--- config.mk ---
export PLATFORM = sky130hd
export DESIGN_NAME = frame_mem_arbiter
export DESIGN_NICKNAME = d
export VERILOG_FILES = /design/src/rtl/frame_mem_arbiter.sv
export SDC_FILE = /design/constraint.sdc
export NUM_CORES = 1
export LEC_CHECK = 0
export BUFFER_PORTS_ARGS = -buffer_cell sky130_fd_sc_hd__buf_2
export CAP_MARGIN = 20
export CORE_MARGIN = 3
export CORE_UTILIZATION = 40
export CTS_CLUSTER_DIAMETER = 200
export DETAILED_ROUTE_END_ITERATION = 12
export GPL_TIMING_DRIVEN = 0
export PLACE_DENSITY = 0.81
export SYNTH_ARGS = -nofsm -noshare
export SYNTH_HDL_FRONTEND = slang
export SYNTH_SLANG_ARGS = --single-unit
--- constraint.sdc ---
create_clock -name clk -period 2.05 [get_ports clk]
set_input_delay 0.3075 -clock clk [delete_from_list [all_inputs] [get_ports clk]]
set_output_delay 0.3075 -clock clk [all_outputs]
set_load 0.005 [all_outputs]
--- src/rtl/frame_mem_arbiter.sv ---
// Frame memory arbiter: VGA fetch (fixed high priority) vs. processor command port.
// Optional stall statistics counter built only when FRAME_ARB_STATS_EN is defined.
module frame_mem_arbiter #(
    parameter int ADDR_W  = 16,
    parameter int DATA_W  = 8,
    parameter int MEM_LAT = 2
) (
    input  logic              clk,
    input  logic              rst_n,
    input  logic              vga_req,
    input  logic [ADDR_W-1:0] vga_addr,
    output logic [DATA_W-1:0] vga_data,
    output logic              vga_valid,
    input  logic              cmd_valid,
    input  logic              cmd_we,
    input  logic [ADDR_W-1:0] cmd_addr,
    input  logic [DATA_W-1:0] cmd_wdata,
    output logic              cmd_ready,
    output logic [DATA_W-1:0] rd_data,
    output logic              rd_valid,
    output logic [ADDR_W-1:0] mem_addr,
    output logic [DATA_W-1:0] mem_data,
    output logic              mem_wren,
    input  logic [DATA_W-1:0] mem_q,
    output logic [15:0]       stall_count
);

    typedef enum logic {IDLE, RD_WAIT} state_t;
    typedef enum logic [1:0] {TAG_NONE, TAG_VGA, TAG_CMD} tag_t;

    state_t            state_q, state_d;
    tag_t              tag_q [MEM_LAT];
    tag_t              tag_in;
    tag_t              tag_out;
    logic [ADDR_W-1:0] addr_q, addr_d;
    logic [DATA_W-1:0] wdata_q, wdata_d;
    logic              wren_q, wren_d;
    logic [DATA_W-1:0] vga_data_q, rd_data_q;
    logic              vga_valid_q, rd_valid_q;
    logic              ready;

    assign ready   = rst_n & (state_q == IDLE) & ~vga_req;
    assign tag_out = tag_q[MEM_LAT-1];

    always_comb begin
        state_d = state_q;
        addr_d  = addr_q;
        wdata_d = wdata_q;
        wren_d  = 1'b0;
        tag_in  = TAG_NONE;
        if (vga_req) begin
            addr_d = vga_addr;
            tag_in = TAG_VGA;
        end else if (cmd_valid && ready) begin
            addr_d = cmd_addr;
            if (cmd_we) begin
                wren_d  = 1'b1;
                wdata_d = cmd_wdata;
            end else begin
                tag_in  = TAG_CMD;
                state_d = RD_WAIT;
            end
        end
        // Release the command port only once the read data has been presented.
        if (state_q == RD_WAIT && rd_valid_q)
            state_d = IDLE;
    end

    always_ff @(posedge clk) begin
        if (!rst_n) begin
            state_q     <= IDLE;
            addr_q      <= '0;
            wdata_q     <= '0;
            wren_q      <= 1'b0;
            vga_data_q  <= '0;
            rd_data_q   <= '0;
            vga_valid_q <= 1'b0;
            rd_valid_q  <= 1'b0;
            for (int i = 0; i < MEM_LAT; i++)
                tag_q[i] <= TAG_NONE;
        end else begin
            state_q     <= state_d;
            addr_q      <= addr_d;
            wdata_q     <= wdata_d;
            wren_q      <= wren_d;
            tag_q[0]    <= tag_in;
            for (int i = 1; i < MEM_LAT; i++)
                tag_q[i] <= tag_q[i-1];
            vga_valid_q <= (tag_out == TAG_VGA);
            rd_valid_q  <= (tag_out == TAG_CMD);
            if (tag_out == TAG_VGA)
                vga_data_q <= mem_q;
            if (tag_out == TAG_CMD)
                rd_data_q <= mem_q;
        end
    end

`ifdef FRAME_ARB_STATS_EN
    logic [15:0] stall_q, stall_d;

    always_comb begin
        stall_d = stall_q;
        if (cmd_valid && !ready && stall_q != 16'hFFFF)
            stall_d = stall_q + 16'd1;
    end

    always_ff @(posedge clk) begin
        if (!rst_n)
            stall_q <= '0;
        else
            stall_q <= stall_d;
    end

    assign stall_count = stall_q;
`else
    assign stall_count = '0;
`endif

    assign cmd_ready = ready;
    assign mem_addr  = addr_q;
    assign mem_data  = wdata_q;
    assign mem_wren  = wren_q;
    assign vga_data  = vga_data_q;
    assign vga_valid = vga_valid_q;
    assign rd_data   = rd_data_q;
    assign rd_valid  = rd_valid_q;

endmodule

==> results of run 1 <==
[worst max-delay path, cell delays in order, from the launching register on]
cell and delay [ns]:
dfxtp_1 0.36, and3b_1 0.19, buf_6 0.13, or2_1 0.21, buf_6 0.13, buf_6 0.13
o211a_1 0.20
[through the flow]
stage          hold slack, ns  power (W)
6_report                0.218    0.00194
5_1_grt                 0.221    0.00205
4_1_cts                 0.206    0.00197
3_5_place_dp            0.417    0.00130
3_3_place_gp            0.415    0.00129
2_1_floorplan           0.412    0.00117
[registers in the layout, indices dropped and copies added, names as in the netlist]
register   cells
mem_data       8
rd_data        8
tag_q          4
vga_valid      1
rd_valid       1
vga_data       8
state_q        1
mem_wren       1
mem_addr      16
[per-layer routing]
layer	share of wire (%)	wire, µm
met1	42	2040
met4	1.1	55
met2	48	2350
met3	8.5	414
met5	0	0
[power breakdown]
part	total (W)	leakage, nW	switching [W]	internal, W
registers	0.000998	0.393	0.0000220	0.000976
clock network	0.000666	0.0541	0.000306	0.000361
logic	0.000275	1.03	0.000126	0.000150
total	0.00194	1.48	0.000453	0.00149
[cells by family (layout without fill, tap and decap cells)]
family	Yosys count	in the layout	share of synthesized area (%)
simple gates	67	67	15.1
buf+inv	36	139	11.1
compound gates	57	57	19.6
flops	48	48	46.3
mux	16	16	7.71
other cells	1	16	0.181
[final cells by class]
cell class	count	area, µm²	area share, %
timing repair buffer	95	475	17.0
clock inverter	3	42.5	1.52
multi-input combinational	156	941	33.6
clock buffer	5	68.8	2.45
sequential	48	961	34.3
tap	67	83.8	2.99
buffer	36	231	8.26
[worst paths after layout]
path	slack [ns]	cells after the start	to
worst max-delay path	0.59	6	mem_addr[13]
worst min register to register	0.43	1	tag_q[0][3]
worst max register to register	0.59	6	mem_addr[13]
worst min-delay path	0.22	3	mem_data[5]
[layout by cell type (no fill, tap or decap), types with 2 or more instances in the layout]
cell,count
nand2_1,40
a21boi_0,16
buf_2,97
dfxtp_1,48
and2_1,6
nor2b_1,3
clkbuf_1,13
nor3_1,2
nand2b_1,4
mux2i_1,16
buf_6,4
buf_4,17
o211a_1,16
nand3_1,8
clkbuf_8,5
conb_1,16
o21ai_0,23
==> flow_metrics.tcl, run 1 <==
set metrics [dict create \
    status "finished clean" \
    placed_cell_area_mm2 0.00269 \
    dieArea_mm2 0.00609 \
    die_h_um 78.1 \
    dpl.cell_count 402 \
    dp_slack_ns 0.533 \
    fmax_ghz 0.685 \
    overflow 0 \
    worstSetupStartpointType "flip-flop" \
    drc 0 \
    io_buffers 95 \
    ctsRootBufferMaster "clkbuf_8" \
    slew_viol_final 0 \
    rsz0062_at_grt "no" \
    met2_usage_pct 26.5 \
    path_clk_slew_ns 0.09 \
    cp.required_ns 2.25 \
    cts.sinks 48 \
    ctsResizeCount 0 \
    start_util_pct 42.6 \
    ys_seq_area_share_pct 46.3 \
    antennaDiodeCount 0 \
    synth_cells 225 \
    rr_startpoint "state_q" \
    drive_above_1_share_pct 37.0 \
    htree_levels 2 \
    vias_per_cell 4.56 \
    gp_congestion 0.751 \
    vdd_ir_drop_max_v 0.000276 \
    fin_skew_ns 0.00662 \
    cp_max_fo 10 \
    power_density_mw_per_mm2 692 \
    fin_cells 410 \
    cts_buffers 5 \
    synthFlopType "dfxtp_1" \
    min-delay-start "cmd_wdata[5]" \
    finalHoldViolations 0 \
    final_antenna_net_count 0 \
    fin_ws_ns 0.590 \
    final_nets 395 \
    num_vias 1870 \
    crit_start "state_q" \
    synth.distinct_cells 22 \
    post-route-min-period_ns 1.46 \
    ys_seq_elements 48 \
    critical_path_class "reg2reg" \
    wl_per_cell_um 11.9 \
    arrival_ns 1.66 \
    setup_violations 0 \
    synthTopCellsByCount "dfxtp_1, nand2_1, o21ai_0, buf_4" \
    syn_area_mm2 0.00208 \
    dr.first_iter.drc_count 89 \
    core_mm2 0.00488 \
    die_w_um 78.1 \
    worst_hold_path_type "in2reg" \
    first_global_vias 1729 \
    synth.most_common_cell "dfxtp_1" \
    hold_buffers 0 \
    track_usage_pct 16.2 \
    finalCritPeriodShare_pct 71.2 \
    antenna_found_initial 0 \
    std_cell_rows 25 \
    post_cts_buffers 0 \
    ys_warn_count 0 \
    cts_tree "yes" \
    synth_area_leaders "dfxtp_1, mux2i_1, o211a_1" \
    fin_tns_setup_ns 0 \
    grt-busiest-layer "met2" \
    grt_max_degree 16 \
    io_pins 113 \
    clock_latency_ns 0.30 \
    synth.largest_area_cell "dfxtp_1" \
    cap_violations 0 \
    drt_pass1_iterations 4 \
    crit_path_end_kind "flip-flop" \
    cts_buffer_depth 2 \
    grt_use_met3_pct 4.93 \
    grt_pass1_wl_um 7930 \
    async_reset_ff_share_pct 0 \
    synth_edf_count 0 \
    avgSynthCellArea_um2 9.23 \
    met1_usage_pct 20.6 \
    fill_cells 474 \
    drt_wl_total_um 4860 \
    yosysTopAreaCellShare_pct 46.3 \
    leakage_nw 1.48 \
    final_cell_area_mm2 0.00280 \
    syn_to_final_growth_pct 35.0 \
    utilization_pct 57.5 \
    dp_hpwl_um 3760 \
]
Power figures use the tool's default switching activity.
==> run 2: changes to the inputs <==
--- a/config.mk
+++ b/config.mk
@@ -5,6 +5,7 @@
 export SDC_FILE = /design/constraint.sdc
 export NUM_CORES = 1
 export LEC_CHECK = 0
+export ABC_AREA = 1
 export BUFFER_PORTS_ARGS = -buffer_cell sky130_fd_sc_hd__buf_2
 export CAP_MARGIN = 20
 export CORE_MARGIN = 3
@@ -12,7 +13,7 @@
 export CTS_CLUSTER_DIAMETER = 200
 export DETAILED_ROUTE_END_ITERATION = 12
 export GPL_TIMING_DRIVEN = 0
-export PLACE_DENSITY = 0.81
+export PLACE_DENSITY = 0.83
 export SYNTH_ARGS = -nofsm -noshare
 export SYNTH_HDL_FRONTEND = slang
 export SYNTH_SLANG_ARGS = --single-unit
==> constraint.sdc (replaced) <==
create_clock -name clk -period 1.33 [get_ports clk]
set_input_delay 0.1995 -clock clk [delete_from_list [all_inputs] [get_ports clk]]
set_output_delay 0.1995 -clock clk [all_outputs]
set_load 0.005 [all_outputs]
==> run 2 against run 1 <==
Global-route usage grew 0.37 points. Power grew 64%. Synthesized area grew 6.7%. Critical path depth shrank 1. Combinational power grew 83%. Clock-buffer cell count grew 2. Cell area grew 6.2%. Clock skew shrank 0.0020 ns. Sequential share of layout area shrank 2.0 points. Worst setup slack lost 0.48 ns. Routed wire length grew 11%. Largest cell class unchanged.
==> flow_metrics.tcl, run 2 <==
set metrics [dict create \
    clock_latency_ns 0.29 \
    dr.first_iter.drc_count 70 \
    syn_to_final_growth_pct 34.3 \
    cts_buffers 5 \
    final_common_cell "buf_2" \
    dp_hpwl_um 4200 \
    vdd_ir_drop_max_v 0.000599 \
    drt_pass1_iterations 4 \
    fin_cells 512 \
    io_pins 113 \
    cp.required_ns 1.13 \
    utilization_pct 56.8 \
    core_mm2 0.00524 \
    cts.sinks 48 \
    fin_tns_setup_ns 0 \
    synth_area_leaders "dfxtp_1, nand2_1, nor2_1" \
    wl_per_cell_um 10.5 \
    track_usage_pct 16.6 \
    cp_max_fo 10 \
    synth.most_common_cell "nand2_1" \
    internal_power_w 0.00241 \
    rsz0062_at_grt "no" \
    comb_power_share_pct 15.8 \
    yosysTopAreaCellShare_pct 43.3 \
    ctsRootBufferMaster "clkbuf_8" \
    power_density_mw_per_mm2 1070 \
    gp_congestion 0.737 \
    cap_violations 0 \
    io_buffers 96 \
    dieArea_mm2 0.00647 \
    post-route-min-period_ns 1.22 \
    finalCritPeriodShare_pct 91.7 \
    p_sw_w 0.000763 \
    p_seq_share_pct 48.6 \
    synthFlopType "dfxtp_1" \
    power_w 0.00318 \
    synth_edf_count 0 \
    antenna_found_initial 0 \
    status "finished clean" \
    grt_pass1_wl_um 8480 \
    dpl.cell_count 504 \
    hold_buffers 0 \
    arrival_ns 1.02 \
    synth.largest_area_cell "dfxtp_1" \
    die_h_um 80.5 \
    drc 0 \
    overflow 0 \
    finalHoldViolations 0 \
    final_antenna_net_count 0 \
    syn_area_mm2 0.00222 \
    crit_path_end_kind "output port" \
    drt_wl_total_um 5400 \
    first_global_vias 1994 \
    cts_buffer_depth 2 \
    leakage_nw 1.73 \
    synth.distinct_cells 20 \
    std_cell_rows 26 \
    ys_seq_elements 48 \
    antennaDiodeCount 0 \
    htree_levels 2 \
    critical_path_class "in2out" \
    fin_skew_ns 0.00459 \
    path_clk_slew_ns 0.08 \
    die_w_um 80.5 \
    slew_viol_final 0 \
    grt_max_degree 15 \
    largest_register_ffs 16 \
    fmax_ghz 0.820 \
    async_reset_ff_share_pct 0 \
    drive_above_1_share_pct 32.6 \
    setup_violations 0 \
    synth_cells 323 \
    cts_tree "yes" \
    worst_hold_path_type "in2reg" \
    ys_seq_area_share_pct 43.3 \
    synthTopCellsByCount "nand2_1, nor2_1, dfxtp_1, inv_1" \
    vias_per_cell 4.37 \
    avgSynthCellArea_um2 6.86 \
    switching_share_pct 24.0 \
    worstSetupStartpointType "input pin" \
    final_cell_mix "buf_2, nand2_1, nor2_1, dfxtp_1, inv_1" \
    pwr-share-clk_pct 35.6 \
    ys_warn_count 0 \
    num_vias 2239 \
    start_util_pct 42.3 \
    final_nets 494 \
]
run 2: cell count changes in the layout (fill, tap and decap cells not counted), sizes merged, moves of 9 or more:
| cell | change |
|---|---|
| a21boi | -16 |
| nand3 | +9 |
| inv | +35 |
| nand2 | +45 |
| nor2 | +67 |
| o211a | -16 |
| a21oi | +17 |
| clkbuf | -9 |
| mux2i | -16 |
run 2: routing by layer:
metal  vias to the layer above  global-route usage [%]  wire [µm]
met4                         0                    3.38         48
met3                         5                    6.73        631
met2                        89                    29.8       2480
met1                       964                    18.3       2240
li1                       1181                       -          -
met5                         -                       0          0
run 2: final cells by class:
type	count	area [µm²]
multi-input combinational	222	957
inverter	36	139
fill	523	2260
clock buffer	7	96.3
tap	70	87.6
timing repair buffer	96	480
buffer	32	225
clock inverter	1	30.0
sequential	48	961
run 2: cell families after synthesis:
kind of cell | synth area share [%]
AO/OA/AOI/OAI | 7.45
buffers and inverters | 16.3
flip-flops | 43.3
other | 0.169
AND/OR/NAND/NOR | 32.8
run 2: through the flow:
stage	setup slack (ns)	area, µm²	hold slack [ns]
final	0.110	2980	0.125
after detailed placement	0.0597	2840	0.406
after global placement	0.0769	2840	0.409
after global routing	0.0148	2980	0.125
after CTS	0.0589	2970	0.120
after floorplan	0.283	2270	0.334
run 2: power by group through the flow:
stage | Combinational, W | Clock, W | Sequential, W
after detailed placement | 0.000504 | 0 | 0.00158
after floorplan | 0.000290 | 0 | 0.00158
final | 0.000503 | 0.00113 | 0.00154
after CTS | 0.000505 | 0.00116 | 0.00154
after global routing | 0.000572 | 0.00123 | 0.00155
after global placement | 0.000492 | 0 | 0.00157
run 2: final timing paths:
check	start	slack (ns)	endpoint	depth (start not counted)
worst max-delay path	vga_req	0.11	cmd_ready	5
worst min-delay path	cmd_wdata[0]	0.12	mem_data[0]	3
worst max register to register	state_q	0.16	mem_addr[4]	5
worst min register to register	tag_q[0][0]	0.43	tag_q[0][2]	2
run 2: what timing repair did:
item                       in CTS  in global routing
setup endpoints to repair       0                  8
buffers inserted                0                  0
resized for setup               0                  2
run 2: worst max-delay path, stage by stage:
cell and delay (ns):
buf_2 0.12, buf_6 0.14, buf_2 0.19, nor3_1 0.22
buf_2 0.15
==> run 3: changes to the inputs <==
--- a/config.mk
+++ b/config.mk
@@ -13,6 +13,7 @@
 export CTS_CLUSTER_DIAMETER = 200
 export DETAILED_ROUTE_END_ITERATION = 12
 export GPL_TIMING_DRIVEN = 0
+export MAX_ROUTING_LAYER = met4
 export PLACE_DENSITY = 0.83
 export SYNTH_ARGS = -nofsm -noshare
 export SYNTH_HDL_FRONTEND = slang
==> run 3 against run 2 <==
Fmax hardly changed. First-iteration DRC count grew 1.4%. Flip-flop and latch count is the same. Worst hold slack barely moved. Power is essentially flat. Via count grew 0.13%. Non-clock buffer count stayed put. Die area stayed put. Combinational power about the same. Cell count unchanged. Clock skew is essentially flat. Critical path type unchanged. Largest power group unchanged.
==> flow_metrics.tcl, run 3 (synthesis results as in run 2) <==
set metrics [dict create \
    min_to "mem_data[0]" \
    cts_tree "yes" \
    power_w 0.00318 \
    antennaDiodeCount 0 \
    track_usage_pct 17.0 \
    power_density_mw_per_mm2 1070 \
    cts.sinks 48 \
    wl_per_cell_um 10.5 \
    multi_input_area_um2 957 \
    status "finished clean" \
    dr.first_iter.drc_count 71 \
    setup_violations 0 \
    drt_pass1_iterations 6 \
    cp.required_ns 1.13 \
    std_cell_rows 26 \
    io_pins 113 \
    seq_area_um2 961 \
    vdd_ir_drop_max_v 0.000599 \
    gp_congestion 0.746 \
    finalCritPeriodShare_pct 91.7 \
    rr_worst_depth 5 \
    dp_hpwl_um 4200 \
    grt_max_degree 15 \
    dieArea_mm2 0.00647 \
    min-delay-start "cmd_wdata[0]" \
    largest_register_ffs 16 \
    p_sw_w 0.000763 \
    pwr-share-clk_pct 35.6 \
    rr_startpoint "state_q" \
    worst_hold_path_type "in2reg" \
    final_cell_mix "buf_2, nand2_1, nor2_1, dfxtp_1, inv_1" \
    cap_violations 0 \
    drt_wl_total_um 5400 \
    fmax_ghz 0.820 \
    hold_path_depth 3 \
    drc 0 \
    fin_tns_setup_ns 0 \
    r2r_end "mem_addr[4]" \
    finalHoldViolations 0 \
    final_antenna_net_count 0 \
    first_global_vias 1996 \
    rsz0062_at_grt "no" \
    arrival_ns 1.02 \
    syn_to_final_growth_pct 34.3 \
    antenna_found_initial 0 \
    clock_latency_ns 0.29 \
    path_clk_slew_ns 0.08 \
    drive_above_1_share_pct 32.6 \
    p_seq_share_pct 48.6 \
    fill_cells 523 \
    cts_buffer_depth 2 \
    critical_path_class "in2out" \
    io_buffers 96 \
    cts_buffers 5 \
    post_cts_buffers 0 \
    die_w_um 80.5 \
    slew_viol_final 0 \
    start_util_pct 42.3 \
    num_vias 2242 \
    comb_power_share_pct 15.8 \
    worstSetupStartpointType "input pin" \
    core_mm2 0.00524 \
    ctsRootBufferMaster "clkbuf_8" \
    switching_share_pct 24.0 \
    grt_pass1_wl_um 8470 \
    overflow 0 \
    fin_skew_ns 0.00427 \
    cp_max_fo 10 \
    final_nets 494 \
    vias_per_cell 4.38 \
    leakage_nw 1.73 \
    r2r_slack_ns 0.15 \
    final_common_cell "buf_2" \
    internal_power_w 0.00241 \
    crit_path_end_kind "output port" \
    die_h_um 80.5 \
    post-route-min-period_ns 1.22 \
    htree_levels 2 \
]
[run 3: cell counts in the layout (fill, tap and decap cells not counted)]
Identical to the previous run, type by type.
[run 3: area by class of cell]
type	instances	share of cell area (%)
clock buffers	7	3.24
flip-flops and latches	48	32.3
inverters	36	4.67
repair buffers	96	16.1
multi-input cells	222	32.2
clock inverters	1	1.01
plain buffers	32	7.57
well taps	70	2.94
[run 3: per-stage QoR]
stage	utilization [%]	setup WS [ns]	hold WS, ns	instance area (µm²)	std cells
2_1_floorplan	-	0.283	0.334	2270	338
3_3_place_gp	54.3	0.0769	0.409	2840	504
3_5_place_dp	54.3	0.0597	0.406	2840	504
4_1_cts	56.7	0.0589	0.120	2970	512
5_1_grt	56.8	0.0148	0.126	2980	512
6_report	56.8	0.110	0.125	2980	512
[run 3: worst max path at each step]
| stage | startpoint | end | slack, ns | cells after the start |
|---|---|---|---|---|
| after floorplan | state_q | mem_addr[0] | 0.28 | 5 |
| after global placement | vga_req | cmd_ready | 0.08 | 5 |
| after detailed placement | vga_req | cmd_ready | 0.06 | 5 |
| after CTS | vga_req | cmd_ready | 0.06 | 5 |
| after global routing | state_q | cmd_ready | 0.01 | 2 |
| final | vga_req | cmd_ready | 0.11 | 5 |
[run 3: per-layer routing]
layer / global-route usage, % / wire [µm]
met2: 29.9 / 2480
met4: 3.38 / 38
met5: - / 0
met1: 18.6 / 2260
met3: 5.94 / 614
[run 3: timing repair]
action,in CTS,in global routing
gates resized for setup,0,2
hold buffers,0,0
setup endpoints to repair,0,8
[run 3: worst max-delay path, cell delays in order]
cell    delay (ns)
buf_2         0.12
buf_6         0.14
buf_2         0.19
nor3_1        0.22
buf_2         0.15
[run 3: power by group through the flow]
stage	Sequential [W]	Clock (W)	Combinational, W
6_report	0.00154	0.00113	0.000503
5_1_grt	0.00155	0.00123	0.000572
4_1_cts	0.00154	0.00116	0.000505
3_5_place_dp	0.00158	0	0.000504
3_3_place_gp	0.00157	0	0.000492
2_1_floorplan	0.00158	0	0.000290
